File: src/rtl/led_seq_pkg.sv
// Shared types and pattern helper for the LED bar sequencer.
package led_seq_pkg;

   localparam int unsigned MODE_W = 2;

   typedef enum logic [MODE_W-1:0] {
      FILL   = 2'b00,
      DRAIN  = 2'b01,
      CHASE  = 2'b10,
      BOUNCE = 2'b11
   } mode_e;

   typedef enum logic [1:0] {
      IDLE  = 2'd0,
      RUN   = 2'd1,
      PAUSE = 2'd2
   } state_e;

   // LED image for a mode at position p; the caller truncates to the bar width.
   function automatic logic [31:0] led_pattern(input mode_e m, input logic [31:0] p);
      logic [31:0] one;
      one = 32'd1;
      case (m)
         FILL:    return (one << (p + 32'd1)) - one;
         DRAIN:   return ~((one << p) - one);
         default: return one << p;
      endcase
   endfunction

endpackage

File: src/rtl/led_bar_sequencer_if.sv
// Control/status bundle of the LED bar sequencer; carries bright when LED_BAR_DIM_EN is defined.
interface led_bar_sequencer_if #(
   parameter int unsigned N_LEDS  = 8,
   parameter int unsigned PRESC_W = 16
);
   import led_seq_pkg::*;

   localparam int unsigned POS_W = $clog2(N_LEDS);

   logic               start;
   logic               stop;
   logic               pause;
   mode_e              mode;
   logic [PRESC_W-1:0] div;
   logic               busy;
   logic               done;
   logic [POS_W-1:0]   pos;
   logic [N_LEDS-1:0]  leds;
`ifdef LED_BAR_DIM_EN
   logic [2:0]         bright;

   modport master (output start, stop, pause, mode, div, bright,
                   input  busy, done, pos, leds);
   modport slave  (input  start, stop, pause, mode, div, bright,
                   output busy, done, pos, leds);
`else
   modport master (output start, stop, pause, mode, div,
                   input  busy, done, pos, leds);
   modport slave  (input  start, stop, pause, mode, div,
                   output busy, done, pos, leds);
`endif

endinterface

File: src/rtl/led_tick_gen.sv
// Step prescaler: counts 0..div-1 while enabled and pulses tick on the last count.
module led_tick_gen #(
   parameter int unsigned PRESC_W = 16
) (
   input  logic               ck,
   input  logic               rs,
   input  logic               clr,
   input  logic               en,
   input  logic [PRESC_W-1:0] div,
   output logic               tick
);

   logic [PRESC_W-1:0] r_cnt;
   logic               w_last;

   // div is already normalised to >= 1 by the caller
   assign w_last = (r_cnt == (div - PRESC_W'(1)));
   assign tick   = en && w_last;

   always_ff @(posedge ck) begin
      if (rs) begin
         r_cnt <= '0;
      end else if (clr) begin
         r_cnt <= '0;
      end else if (en) begin
         r_cnt <= w_last ? '0 : r_cnt + PRESC_W'(1);
      end
   end

endmodule

File: src/rtl/led_bar_sequencer.sv
// LED bar sequencer: IDLE/RUN/PAUSE control, prescaled stepping and per-mode LED patterns.
// Optional PWM dimming via bright[2:0] when LED_BAR_DIM_EN is defined.
module led_bar_sequencer
   import led_seq_pkg::*;
#(
   parameter int unsigned N_LEDS  = 8,
   parameter int unsigned PRESC_W = 16
) (
   input logic                 ck,
   input logic                 rs,
   led_bar_sequencer_if.slave  bus
);

   localparam int unsigned      POS_W    = $clog2(N_LEDS);
   localparam logic [POS_W-1:0] POS_LAST = POS_W'(N_LEDS - 1);
   localparam logic [POS_W-1:0] POS_PREV = POS_W'(N_LEDS - 2);

   state_e             r_state, w_state_nxt;
   mode_e              r_mode;
   logic [PRESC_W-1:0] r_div;
   logic [POS_W-1:0]   r_pos, w_pos_nxt, w_step_pos;
   logic [N_LEDS-1:0]  r_leds, w_leds_nxt;
   logic               r_dir, w_dir_nxt, w_step_dir;
   logic               r_done, w_done_nxt;
   logic               r_busy;
   logic               w_tick, w_run_en, w_start_ok, w_finish, w_clr;

   // The cycle carrying done never accepts a new start.
   assign w_start_ok = (r_state == IDLE) && bus.start && !bus.stop && !r_done;
   assign w_run_en   = (r_state == RUN) && !bus.stop && !bus.pause;
   assign w_clr      = (r_state == IDLE) || bus.stop;
   assign w_finish   = w_tick && (r_pos == POS_LAST) && ((r_mode == FILL) || (r_mode == DRAIN));

   led_tick_gen #(.PRESC_W(PRESC_W)) u_tick (
      .ck   (ck),
      .rs   (rs),
      .clr  (w_clr),
      .en   (w_run_en),
      .div  (r_div),
      .tick (w_tick)
   );

   always_ff @(posedge ck) begin
      if (rs) r_state <= IDLE;
      else    r_state <= w_state_nxt;
   end

   always_comb begin
      w_state_nxt = r_state;
      case (r_state)
         IDLE:    if (w_start_ok) w_state_nxt = RUN;
         RUN: begin
            if (bus.stop)       w_state_nxt = IDLE;
            else if (bus.pause) w_state_nxt = PAUSE;
            else if (w_finish)  w_state_nxt = IDLE;
         end
         PAUSE: begin
            if (bus.stop)        w_state_nxt = IDLE;
            else if (!bus.pause) w_state_nxt = RUN;
         end
         default: w_state_nxt = IDLE;
      endcase
   end

   always_comb begin
      w_pos_nxt  = r_pos;
      w_leds_nxt = r_leds;
      w_dir_nxt  = r_dir;
      w_done_nxt = 1'b0;
      w_step_pos = r_pos + POS_W'(1);
      w_step_dir = r_dir;

      // BOUNCE turns at the ends so each endpoint is shown for a single step
      case (r_mode)
         CHASE:  if (r_pos == POS_LAST) w_step_pos = '0;
         BOUNCE: begin
            if (r_dir) begin
               if (r_pos == POS_LAST) begin
                  w_step_pos = POS_PREV;
                  w_step_dir = 1'b0;
               end
            end else if (r_pos == '0) begin
               w_step_pos = POS_W'(1);
               w_step_dir = 1'b1;
            end else begin
               w_step_pos = r_pos - POS_W'(1);
            end
         end
         default: ;
      endcase

      case (r_state)
         IDLE: begin
            if (w_start_ok) begin
               w_pos_nxt  = '0;
               w_dir_nxt  = 1'b1;
               w_leds_nxt = N_LEDS'(led_pattern(bus.mode, 32'd0));
            end
         end
         RUN, PAUSE: begin
            if (bus.stop) begin
               w_pos_nxt  = '0;
               w_dir_nxt  = 1'b1;
               w_leds_nxt = '0;
            end else if (w_finish) begin
               w_done_nxt = 1'b1;
            end else if (w_tick) begin
               w_pos_nxt  = w_step_pos;
               w_dir_nxt  = w_step_dir;
               w_leds_nxt = N_LEDS'(led_pattern(r_mode, 32'(w_step_pos)));
            end
         end
         default: ;
      endcase
   end

   always_ff @(posedge ck) begin
      if (rs) begin
         r_pos  <= '0;
         r_leds <= '0;
         r_dir  <= 1'b1;
         r_done <= 1'b0;
         r_busy <= 1'b0;
         r_mode <= FILL;
         r_div  <= PRESC_W'(1);
      end else begin
         r_pos  <= w_pos_nxt;
         r_leds <= w_leds_nxt;
         r_dir  <= w_dir_nxt;
         r_done <= w_done_nxt;
         r_busy <= (w_state_nxt != IDLE);
         if (w_start_ok) begin
            r_mode <= bus.mode;
            r_div  <= (bus.div == '0) ? PRESC_W'(1) : bus.div;
         end
      end
   end

   assign bus.busy = r_busy;
   assign bus.done = r_done;
   assign bus.pos  = r_pos;

`ifdef LED_BAR_DIM_EN
   logic [2:0] r_pwm;
   logic       w_pwm_on;

   always_ff @(posedge ck) begin
      if (rs) r_pwm <= '0;
      else    r_pwm <= r_pwm + 3'd1;
   end

   // bright=7 keeps the bar lit every cycle, bright=0 on one cycle in eight
   assign w_pwm_on = ({1'b0, r_pwm} < ({1'b0, bus.bright} + 4'd1));
   assign bus.leds = r_leds & {N_LEDS{w_pwm_on}};
`else
   assign bus.leds = r_leds;
`endif

endmodule
File: src/flat_wrapper.sv
// flat-port wrapper written by rule: the top's interface ports become plain ports
module led_bar_sequencer_flat import led_seq_pkg::*;
#(
   parameter int unsigned N_LEDS  = 8,
   parameter int unsigned PRESC_W = 16
)
  (ck, rs, bus_start, bus_stop, bus_pause, bus_mode, bus_div, bus_busy, bus_done, bus_pos, bus_leds);
  led_bar_sequencer_if #(.N_LEDS(N_LEDS), .PRESC_W(PRESC_W)) bus_i ();
  input logic ck;
  input logic rs;
  input wire logic [$bits(bus_i.start)-1:0] bus_start;
  input wire logic [$bits(bus_i.stop)-1:0] bus_stop;
  input wire logic [$bits(bus_i.pause)-1:0] bus_pause;
  input wire logic [$bits(bus_i.mode)-1:0] bus_mode;
  input wire logic [$bits(bus_i.div)-1:0] bus_div;
  output wire logic [$bits(bus_i.busy)-1:0] bus_busy;
  output wire logic [$bits(bus_i.done)-1:0] bus_done;
  output wire logic [$bits(bus_i.pos)-1:0] bus_pos;
  output wire logic [$bits(bus_i.leds)-1:0] bus_leds;
  assign bus_i.start = bus_start;
  assign bus_i.stop = bus_stop;
  assign bus_i.pause = bus_pause;
  assign bus_i.mode = bus_mode;
  assign bus_i.div = bus_div;
  assign bus_busy = bus_i.busy;
  assign bus_done = bus_i.done;
  assign bus_pos = bus_i.pos;
  assign bus_leds = bus_i.leds;
  led_bar_sequencer #(.N_LEDS(N_LEDS), .PRESC_W(PRESC_W)) u_core (.ck(ck), .rs(rs), .bus(bus_i));
endmodule
File: config.mk
export PLATFORM = sky130hd
export DESIGN_NAME = led_bar_sequencer_flat
export DESIGN_NICKNAME = d
export VERILOG_FILES = /design/src/rtl/led_seq_pkg.sv /design/src/rtl/led_bar_sequencer_if.sv /design/src/rtl/led_tick_gen.sv /design/src/rtl/led_bar_sequencer.sv /design/src/flat_wrapper.sv
export SDC_FILE = /design/constraint.sdc
export NUM_CORES = 1
export LEC_CHECK = 0
export BUFFER_PORTS_ARGS = -buffer_cell sky130_fd_sc_hd__buf_4
export CORE_MARGIN = 2
export CORE_UTILIZATION = 40
export DETAILED_ROUTE_END_ITERATION = 7
export GPL_TIMING_DRIVEN = 0
export PLACE_DENSITY = 0.58
export SYNTH_ARGS = -nofsm -noshare
export SYNTH_HDL_FRONTEND = slang
export SYNTH_SLANG_ARGS = --single-unit
File: constraint.sdc
create_clock -name ck -period 5.9 [get_ports ck]
set_input_delay 1.475 -clock ck [delete_from_list [all_inputs] [get_ports ck]]
set_output_delay 1.475 -clock ck [all_outputs]
set_load 0.01 [all_outputs]
==> impl_metrics.env, run 1 <==
export IMPL_ir_drop_v=0.000141
export IMPL_synth_net_count=500
export IMPL_ctsResizeCount=0
export IMPL_drt_wl_total_mm=9.18
export IMPL_critPathKind="reg -> reg"
export IMPL_hp_class="reg -> reg"
export IMPL_areaGrowthSynthToFinish_pct=14.2
export IMPL_p_sw_uw=220
export IMPL_dr_pass1_iters=4
export IMPL_period_share_pct=76.1
export IMPL_critPathArrivalTime_ns=4.69
export IMPL_async_reset_ff_share_pct=0
export IMPL_timing_final_max_slew_violations=0
export IMPL_synth_most_common_cell="nand2_1"
export IMPL_core_um2=8680
export IMPL_finalHoldViolations=0
export IMPL_die_w_um=98.4
export IMPL_fin_crit_ns=4.49
export IMPL_insertion_delay_ns=0.32
export IMPL_crit_chain="ha_1, ha_1, nand2b_1, a21oi_1, nor4_1, ha_1, clkbuf_1, or2_2, ha_1, nor3b_1, o21ai_0, o21ai_0, o311ai_0, mux2i_1"
export IMPL_overflow=0
export IMPL_setup_tns_ns=0
export IMPL_gp_congestion=0.903
export IMPL_crit_path_start_kind="register"
export IMPL_pin_count=36
export IMPL_grt_pass1_wl_mm=15.7
export IMPL_syn_avg_cell_area_um2=7.76
export IMPL_ys_flop_type="dfxtp_1"
export IMPL_antenna_cells=0
export IMPL_drt_iter0_markers=164
export IMPL_clockBufferDepth=2
export IMPL_synthCells=459
export IMPL_crit_path_end_kind="register"
export IMPL_synth_edf_count=0
export IMPL_p_comb_share_pct=18.7
export IMPL_layout_setup_ws_ns=1.41
export IMPL_numCtsBuffers=5
export IMPL_fmax_mhz=223
export IMPL_fin_nets=541
export IMPL_seqCellArea_um2=1000
export IMPL_hpwlAfterDp_mm=7.06
export IMPL_synth_seq_cells=50
export IMPL_grt_pass1_vias=3135
export IMPL_crit_required_ns=6.10
export IMPL_place_ws_ns=1.46
export IMPL_path_max_fanout=10
export IMPL_post_cts_setup_buffers=0
export IMPL_seqPwrFrac_pct=47.4
export IMPL_netlist_top_cells_count="nand2_1, dfxtp_1, nor2_1, a21oi_1, xor2_1"
export IMPL_slew_headroom_pct=16.5
export IMPL_critical_path_slowest_cell="nor4_1"
export IMPL_synth_top_cell_area_share_pct=28.1
export IMPL_wl_per_cell_um=15.1
export IMPL_synth_area_leaders="dfxtp_1, nand2_1, ha_1"
export IMPL_multi_input_area_um2=2390
export IMPL_skew_ns=0.0110
export IMPL_drive_gt1_share_pct=13.8
export IMPL_ys_seq_area_share_pct=28.1
export IMPL_start_util_pct=41.1
export IMPL_ys_types=72
export IMPL_power_density_nw_per_um2=186
export IMPL_grt_max_degree=18
export IMPL_yosysWarnings=0
export IMPL_outcome="complete, no violations"
export IMPL_fp_row_count=34
export IMPL_p_int_uw=539
export IMPL_antenna_found_initial=0
export IMPL_port_buffers=34
export IMPL_grt_use_total_pct=19.6
export IMPL_clock_sinks=50
export IMPL_max_cap_violations=0
export IMPL_power_uw=759
export IMPL_max_stage_delay_ns=1.04
export IMPL_h_tree_depth=2
export IMPL_cts_tree="done"
export IMPL_p_sw_share_pct=29.0
export IMPL_syn_area_um2=3560
export IMPL_clk_pin_slew_worst_paths_ns=0.10
export IMPL_rrSetupSlack_ns=1.41
export IMPL_postRouteAntennaNets=0
export IMPL_num_fill_cells=912
export IMPL_rsz0062_at_grt="false"
export IMPL_drc=0
export IMPL_die_h_um=98.4
export IMPL_clkPwrFrac_pct=33.9
export IMPL_setup_viol=0
export IMPL_drt_vias_per_instance=5.58
export IMPL_synth_top_area_cell="dfxtp_1"
export IMPL_hold_buffers=0
export IMPL_cts_root_buffer="clkbuf_8"
export IMPL_die_area_um2=9680
export IMPL_tightest_slew_ns=1.24
export IMPL_crit_top_cell="ha_1"
export IMPL_leakage_nw=1.47
export IMPL_dr_total_vias=3398
metrics by stage:
step	cells	util (%)	hold slack, ns	area [um2]
floorplan	459	-	0.448	3560
global placement	601	45.6	0.447	3950
detailed placement	601	45.6	0.458	3950
CTS	609	46.9	0.472	4070
global route	609	46.9	0.481	4070
finish	609	46.9	0.465	4070
final timing paths:
path,from,endpoint,cells past startpoint
setup / recovery,u_core.bus.pos[0],u_core.bus.leds[6],14
hold / removal,u_core.bus.leds[4],u_core.bus.leds[4],2
setup reg to reg,u_core.bus.pos[0],u_core.bus.leds[6],14
hold reg to reg,u_core.bus.leds[4],u_core.bus.leds[4],2
state kept, by name, indices dropped and copies added, names as in the netlist:
register,cells
u_core.r_dir,1
u_core.r_mode,2
u_core.bus.leds,8
u_core.bus.done,1
u_core.r_state,2
u_core.r_div,16
u_core.u_tick.r_cnt,16
u_core.bus.busy,1
u_core.bus.pos,3
power groups by stage:
stage               Clock [mW]  Combinational, mW  Sequential [mW]
global route             0.276              0.158            0.362
floorplan                    0             0.0974            0.366
finish                   0.257              0.142            0.360
detailed placement           0              0.141            0.368
global placement             0              0.140            0.368
CTS                      0.264              0.142            0.360
final cells by class:
type | count | share of cell area (%)
timing repair buffer | 34 | 6.27
inverter | 16 | 1.48
tap | 108 | 3.32
clock buffer | 5 | 1.69
multi-input combinational | 369 | 58.7
buffer | 24 | 2.83
sequential | 50 | 24.6
clock inverter | 3 | 1.17
critical path, delay by kind of cell, from the launching register on:
kind / cells / cell delay (ns)
buffers and inverters: 1 / 0.21
AND/OR/NAND/NOR: 4 / 1.71
adder cells (fa/ha/maj): 4 / 1.22
flip-flops: 1 / 0.43
multiplexers: 1 / 0.12
AO/OA/AOI/OAI: 4 / 0.67
cells by family (layout without fill, tap and decap cells):
| family | count (synthesis) | count (layout) | synth area share (%) |
|---|---|---|---|
| fa+ha+maj | 18 | 18 | 6.32 |
| mux | 5 | 5 | 1.40 |
| xor+xnor | 32 | 32 | 7.87 |
| simple gates | 201 | 201 | 30.2 |
| flops | 50 | 50 | 28.1 |
| buf+inv | 40 | 82 | 4.92 |
| compound gates | 113 | 113 | 21.2 |
per-layer routing:
metal	GRT usage, %	part of all wire [%]	vias to the layer above
met5	0	0	-
met4	5.16	1.2	0
met3	2.93	4.4	8
met2	31.8	46	69
met1	27.3	48	1589
li1	-	-	1732
layout by cell type, fill, tap and decap left out, types with 3 or more instances in the layout:
cell and count:
a211oi_1 4, a21o_1 5, a21oi_1 36, a221oi_1 4, a311oi_1 3, a31oi_1 6, and2_1 3, and3_1 5
and4b_1 3, buf_1 4, buf_4 34, buf_6 3, clkbuf_1 15, clkbuf_8 5, dfxtp_1 50, ha_1 18
inv_1 15, mux2i_1 5, nand2_1 63, nand2b_1 11, nand3_1 11, nand4_1 7, nor2_1 38, nor2b_1 4
nor3_1 16, nor3_2 3, nor4_1 6, o211ai_1 10, o21a_1 3, o21ai_0 16, o22ai_1 3, o31ai_1 4
or3_1 6, xnor2_1 12, xor2_1 20
(Power assumes the default switching activity.)
==> inputs of run 2 (changes only) <==
--- a/config.mk
+++ b/config.mk
@@ -10,7 +10,7 @@
 export CORE_UTILIZATION = 40
 export DETAILED_ROUTE_END_ITERATION = 7
 export GPL_TIMING_DRIVEN = 0
-export PLACE_DENSITY = 0.58
+export PLACE_DENSITY = 0.6
 export SYNTH_ARGS = -nofsm -noshare
 export SYNTH_HDL_FRONTEND = slang
 export SYNTH_SLANG_ARGS = --single-unit
==> constraint.sdc (replaced) <==
create_clock -name ck -period 3.8 [get_ports ck]
set_input_delay 0.95 -clock ck [delete_from_list [all_inputs] [get_ports ck]]
set_output_delay 0.95 -clock ck [all_outputs]
set_load 0.01 [all_outputs]
==> impl_metrics.env, run 2 (same netlist as run 1, synthesis figures left out) <==
export IMPL_grt_pass1_wl_mm=16.3
export IMPL_tightest_slew_ns=0.633
export IMPL_postRouteAntennaNets=0
export IMPL_overflow=0
export IMPL_multi_input_area_um2=2450
export IMPL_p_int_uw=855
export IMPL_max_stage_delay_ns=0.39
export IMPL_layout_setup_ws_ns=0.269
export IMPL_hold_ws_ns=0.468
export IMPL_numCtsBuffers=5
export IMPL_p_sw_uw=334
export IMPL_skew_ns=0.0160
export IMPL_clock_sinks=50
export IMPL_power_density_nw_per_um2=285
export IMPL_slew_headroom_pct=57.5
export IMPL_r2r_start="u_core.bus.pos[0]"
export IMPL_power_mw=1.19
export IMPL_cts_tree="done"
export IMPL_place_inst=601
export IMPL_mostFrequentLayoutCell="nand2_1"
export IMPL_areaGrowthSynthToFinish_pct=17.0
export IMPL_fin_nets=544
export IMPL_critPathBufInv=0
export IMPL_die_w_um=98.4
export IMPL_hold_path_end="u_core.bus.leds[4]"
export IMPL_dr_total_vias=3465
export IMPL_final_cells=612
export IMPL_clk_pin_slew_worst_paths_ns=0.10
export IMPL_hp_start="u_core.bus.leds[4]"
export IMPL_clkPwrFrac_pct=34.2
export IMPL_crit_path_end_kind="register"
export IMPL_pin_count=36
export IMPL_drt_iter0_markers=174
export IMPL_ir_drop_v=0.000161
export IMPL_hold_buffers=0
export IMPL_start_util_pct=41.1
export IMPL_grt_max_degree=17
export IMPL_crit_chain="ha_1, ha_1, a21oi_2, a21oi_4, nor4_4, ha_1, or2_2, ha_1, nor3b_1, o21ai_0, o21ai_0, o311ai_0, mux2i_1"
export IMPL_clockBufferDepth=2
export IMPL_critPathArrivalTime_ns=3.72
export IMPL_cts_root_buffer="clkbuf_8"
export IMPL_drc=0
export IMPL_drt_wl_total_mm=9.25
export IMPL_seqCellArea_um2=1000
export IMPL_critical_path_slowest_cell="ha_1"
export IMPL_hold_depth=2
export IMPL_hp_class="reg -> reg"
export IMPL_grt_pass1_vias=3384
export IMPL_seqPwrFrac_pct=47.0
export IMPL_antenna_found_initial=0
export IMPL_port_buffers=34
export IMPL_crit_top_cell="ha_1"
export IMPL_gp_congestion=0.878
export IMPL_setup_viol=0
export IMPL_h_tree_depth=2
export IMPL_outcome="complete, no violations"
export IMPL_antenna_cells=0
export IMPL_fmax_mhz=283
export IMPL_finalHoldViolations=0
export IMPL_rsz0062_at_grt="false"
export IMPL_timing_final_max_slew_violations=0
export IMPL_dr_pass1_iters=5
export IMPL_place_ws_ns=-0.642
export IMPL_critPathKind="reg -> reg"
export IMPL_setup_tns_ns=0
export IMPL_r2r_end="u_core.bus.leds[6]"
export IMPL_grt_use_total_pct=20.1
export IMPL_insertion_delay_ns=0.31
export IMPL_drt_vias_per_instance=5.66
export IMPL_p_sw_share_pct=28.1
export IMPL_max_cap_violations=0
export IMPL_crit_family="adder cells"
export IMPL_period_share_pct=92.9
export IMPL_fin_crit_ns=3.53
export IMPL_num_fill_cells=918
export IMPL_core_um2=8680
export IMPL_die_h_um=98.4
export IMPL_drive_gt1_share_pct=16.1
export IMPL_leakage_nw=1.50
export IMPL_rrSetupSlack_ns=0.27
export IMPL_reg2regPathDepth=13
export IMPL_p_comb_share_pct=18.9
export IMPL_crit_path_start_kind="register"
export IMPL_wl_per_cell_um=15.1
export IMPL_hpwlAfterDp_mm=7.16
export IMPL_path_max_fanout=10
export IMPL_crit_required_ns=3.99
export IMPL_fp_row_count=34
export IMPL_final_cell_mix="nand2_1, dfxtp_1, nor2_1, buf_4, a21oi_1"
export IMPL_die_area_um2=9680
-- run 2: changes by cell type in the layout (fill, tap and decap cells not counted), sizes merged --
cell  delta
inv      -1
buf      +4
-- run 2: cell type report --
cell class | count | area share [%]
Clock buffer | 6 | 1.98
Clock inverter | 2 | 0.931
Buffer | 23 | 2.70
Tap cell | 108 | 3.24
Timing Repair Buffer | 38 | 6.84
Inverter | 16 | 1.44
Sequential cell | 50 | 24.0
Multi-Input combinational cell | 369 | 58.8
-- run 2: worst max path at each step --
stage | from | to | slack (ns) | cells after the start
2_1_floorplan | u_core.bus.pos[0] | u_core.bus.leds[6] | 0.07 | 14
3_5_place_dp | u_core.bus.pos[0] | u_core.bus.leds[6] | -0.64 | 14
4_1_cts | u_core.bus.pos[0] | u_core.bus.leds[6] | 0.1 | 14
3_3_place_gp | u_core.bus.pos[0] | u_core.bus.leds[6] | -0.57 | 14
6_report | u_core.bus.pos[0] | u_core.bus.leds[6] | 0.27 | 13
5_1_grt | u_core.bus.pos[0] | u_core.bus.leds[6] | 0.03 | 13
-- run 2: metrics by stage --
step           util [%]  area (um2)
3_5_place_dp       45.6        3950
5_1_grt            48.0        4170
2_1_floorplan         -        3560
3_3_place_gp       45.6        3950
4_1_cts            47.3        4100
6_report           48.0        4170
-- run 2: layer usage --
metal / wire length (um) / global-route usage (%) / share of wire [%] / vias to the layer above
li1: - / - / - / 1744
met1: 4350 / 27.3 / 47 / 1648
met2: 4500 / 33.4 / 49 / 65
met3: 279 / 2.58 / 3.0 / 8
met4: 116 / 5.90 / 1.3 / 0
met5: 0 / 0 / 0 / -
-- run 2: worst register-to-register path: stages, from the launching register on --
cell      delay, ns
dfxtp_2        0.36
ha_1           0.26
ha_1           0.28
a21oi_2        0.24
a21oi_4        0.08
nor4_4         0.30
ha_1           0.39
or2_2          0.35
ha_1           0.29
nor3b_1        0.17
o21ai_0        0.15
o21ai_0        0.10
o311ai_0       0.33
mux2i_1        0.12
-- run 2: power by group through the flow --
stage	sequential, mW	clock, mW	combinational [mW]
3_3_place_gp	0.570	0	0.217
3_5_place_dp	0.571	0	0.221
2_1_floorplan	0.569	0	0.151
4_1_cts	0.559	0.413	0.222
6_report	0.559	0.406	0.224
5_1_grt	0.562	0.433	0.250
-- run 2: timing repair --
action                                  CTS  global route
endpoints found under the setup margin    5             4
resized for setup                         3            10
pin swaps                                 1             1
setup buffers                             1             3
==> inputs of run 3 (changes only) <==
--- a/config.mk
+++ b/config.mk
@@ -5,7 +5,7 @@
 export SDC_FILE = /design/constraint.sdc
 export NUM_CORES = 1
 export LEC_CHECK = 0
-export BUFFER_PORTS_ARGS = -buffer_cell sky130_fd_sc_hd__buf_4
+export BUFFER_PORTS_ARGS = -buffer_cell sky130_fd_sc_hd__buf_2
 export CORE_MARGIN = 2
 export CORE_UTILIZATION = 40
 export DETAILED_ROUTE_END_ITERATION = 7
==> impl_metrics.env, run 3 (same netlist as run 1, synthesis figures left out) <==
export IMPL_final_cell_mix="nand2_1, dfxtp_1, nor2_1"
export IMPL_hp_start="u_core.bus.leds[4]"
export IMPL_r2r_end="u_core.bus.leds[7]"
export IMPL_grt_max_degree=18
export IMPL_cts_root_buffer="clkbuf_8"
export IMPL_fp_row_count=34
export IMPL_grt_use_total_pct=19.2
export IMPL_die_area_um2=9680
export IMPL_fmax_mhz=279
export IMPL_die_w_um=98.4
export IMPL_port_buffers=34
export IMPL_cts_tree="done"
export IMPL_drt_vias_per_instance=5.62
export IMPL_critPathKind="reg -> reg"
export IMPL_slew_headroom_pct=56.4
export IMPL_power_mw=1.17
export IMPL_max_stage_delay_ns=0.46
export IMPL_outcome="complete, no violations"
export IMPL_insertion_delay_ns=0.31
export IMPL_crit_required_ns=4.03
export IMPL_crit_top_cell="ha_1"
export IMPL_clk_pin_slew_worst_paths_ns=0.11
export IMPL_power_density_nw_per_um2=285
export IMPL_antenna_cells=0
export IMPL_gp_congestion=0.873
export IMPL_drt_iter0_markers=161
export IMPL_core_um2=8680
export IMPL_setup_viol=0
export IMPL_tightest_slew_ns=0.649
export IMPL_pin_count=36
export IMPL_crit_path_start_kind="register"
export IMPL_finalHoldViolations=0
export IMPL_fin_area_um2=4090
export IMPL_grt_pass1_vias=3244
export IMPL_ir_drop_v=0.000133
export IMPL_critical_path_slowest_cell="dfxtp_1"
export IMPL_drt_wl_total_mm=9.18
export IMPL_dr_total_vias=3442
export IMPL_hp_class="reg -> reg"
export IMPL_crit_chain="ha_1, inv_1, ha_1, nor2_1, a31oi_4, inv_1, clkbuf_1, ha_1, clkbuf_1, o21ai_0, a21oi_1, o21ai_0, a221oi_1, nor2_1, a221oi_2"
export IMPL_reg2regPathDepth=15
export IMPL_hpwlAfterDp_mm=7.07
export IMPL_period_share_pct=94.4
export IMPL_drc=0
export IMPL_drive_gt1_share_pct=16.1
export IMPL_areaGrowthSynthToFinish_pct=14.7
export IMPL_antenna_found_initial=0
export IMPL_postRouteAntennaNets=0
export IMPL_grt_pass1_wl_mm=15.6
export IMPL_leakage_nw=1.48
export IMPL_mostFrequentLayoutCell="nand2_1"
export IMPL_critPathCapture="u_core.bus.leds[7]"
export IMPL_rrSetupSlack_ns=0.21
export IMPL_dr_pass1_iters=4
export IMPL_timing_final_max_slew_violations=0
export IMPL_skew_ns=0.0155
export IMPL_h_tree_depth=2
export IMPL_die_h_um=98.4
export IMPL_r2r_start="u_core.bus.pos[0]"
export IMPL_max_cap_violations=0
export IMPL_wl_per_cell_um=15.0
export IMPL_numCtsBuffers=5
export IMPL_startpoint="u_core.bus.pos[0]"
export IMPL_fin_crit_ns=3.59
export IMPL_fin_nets=544
export IMPL_clock_sinks=50
export IMPL_clockBufferDepth=2
export IMPL_overflow=0
export IMPL_path_max_fanout=11
export IMPL_placed_cell_area_um2=3870
export IMPL_start_util_pct=41.1
export IMPL_critPathArrivalTime_ns=3.82
export IMPL_crit_path_end_kind="register"
## run 3: changes by cell type in the layout (fill, tap and decap cells not counted), sizes merged
| cell | before | now |
|---|---|---|
| clkbuf | 20 | 19 |
| clkinv | 1 | 2 |
## run 3: how the worst min path moves through the flow
stage / slack [ns] / cells past startpoint / to
2_1_floorplan: 0.45 / 2 / u_core.r_div[15]
3_3_place_gp: 0.44 / 2 / u_core.bus.leds[6]
3_5_place_dp: 0.45 / 2 / u_core.bus.leds[6]
4_1_cts: 0.47 / 2 / u_core.bus.leds[6]
5_1_grt: 0.49 / 2 / u_core.bus.leds[6]
6_report: 0.46 / 2 / u_core.bus.leds[4]
## run 3: power breakdown
group | internal [mW] | total (mW) | switching [mW] | leakage, nW
logic | 0.0888 | 0.215 | 0.126 | 1.02
clock network | 0.200 | 0.394 | 0.194 | 0.0587
registers | 0.540 | 0.558 | 0.0177 | 0.406
## run 3: final cells by class
type / instances / area [um2]
multi-input combinational: 369 / 2460
clock buffer: 5 / 68.8
inverter: 16 / 60.1
timing repair buffer: 38 / 200
buffer: 23 / 113
fill: 898 / 4590
sequential: 50 / 1000
tap: 108 / 135
clock inverter: 3 / 47.5
## run 3: stage by stage
step	setup WS [ns]	utilization, %	setup TNS (ns)	cells	hold WS (ns)
floorplan	0.0660	-	0	459	0.448
detailed placement	-0.684	44.6	-2.08	601	0.451
global placement	-0.593	44.6	-1.59	601	0.444
global route	-0.00840	47.1	-0.00840	612	0.494
CTS	0.0128	46.2	0	610	0.465
finish	0.214	47.1	0	612	0.462
## run 3: what timing repair did
action,CTS,global route
pin swaps,1,3
hold buffers,0,0
endpoints found under the setup margin,6,3
buffers inserted,1,3
gates resized for setup,2,12
## run 3: layer usage
metal	global-route usage (%)	routed length, um	vias up
met1	25.3	4330	1650
met3	2.51	263	6
met5	0	0	-
met4	5.58	83	0
met2	32.9	4500	52
li1	-	-	1734
## run 3: critical path: cells and delay by family (launching register included)
kind                       cells  cell delay, ns
AOI/OAI and AO/OA              6            1.01
buffers and inverters          4            0.88
adders and majority gates      3            0.85
DFF                            1            0.46
and+or+nand+nor                2            0.29
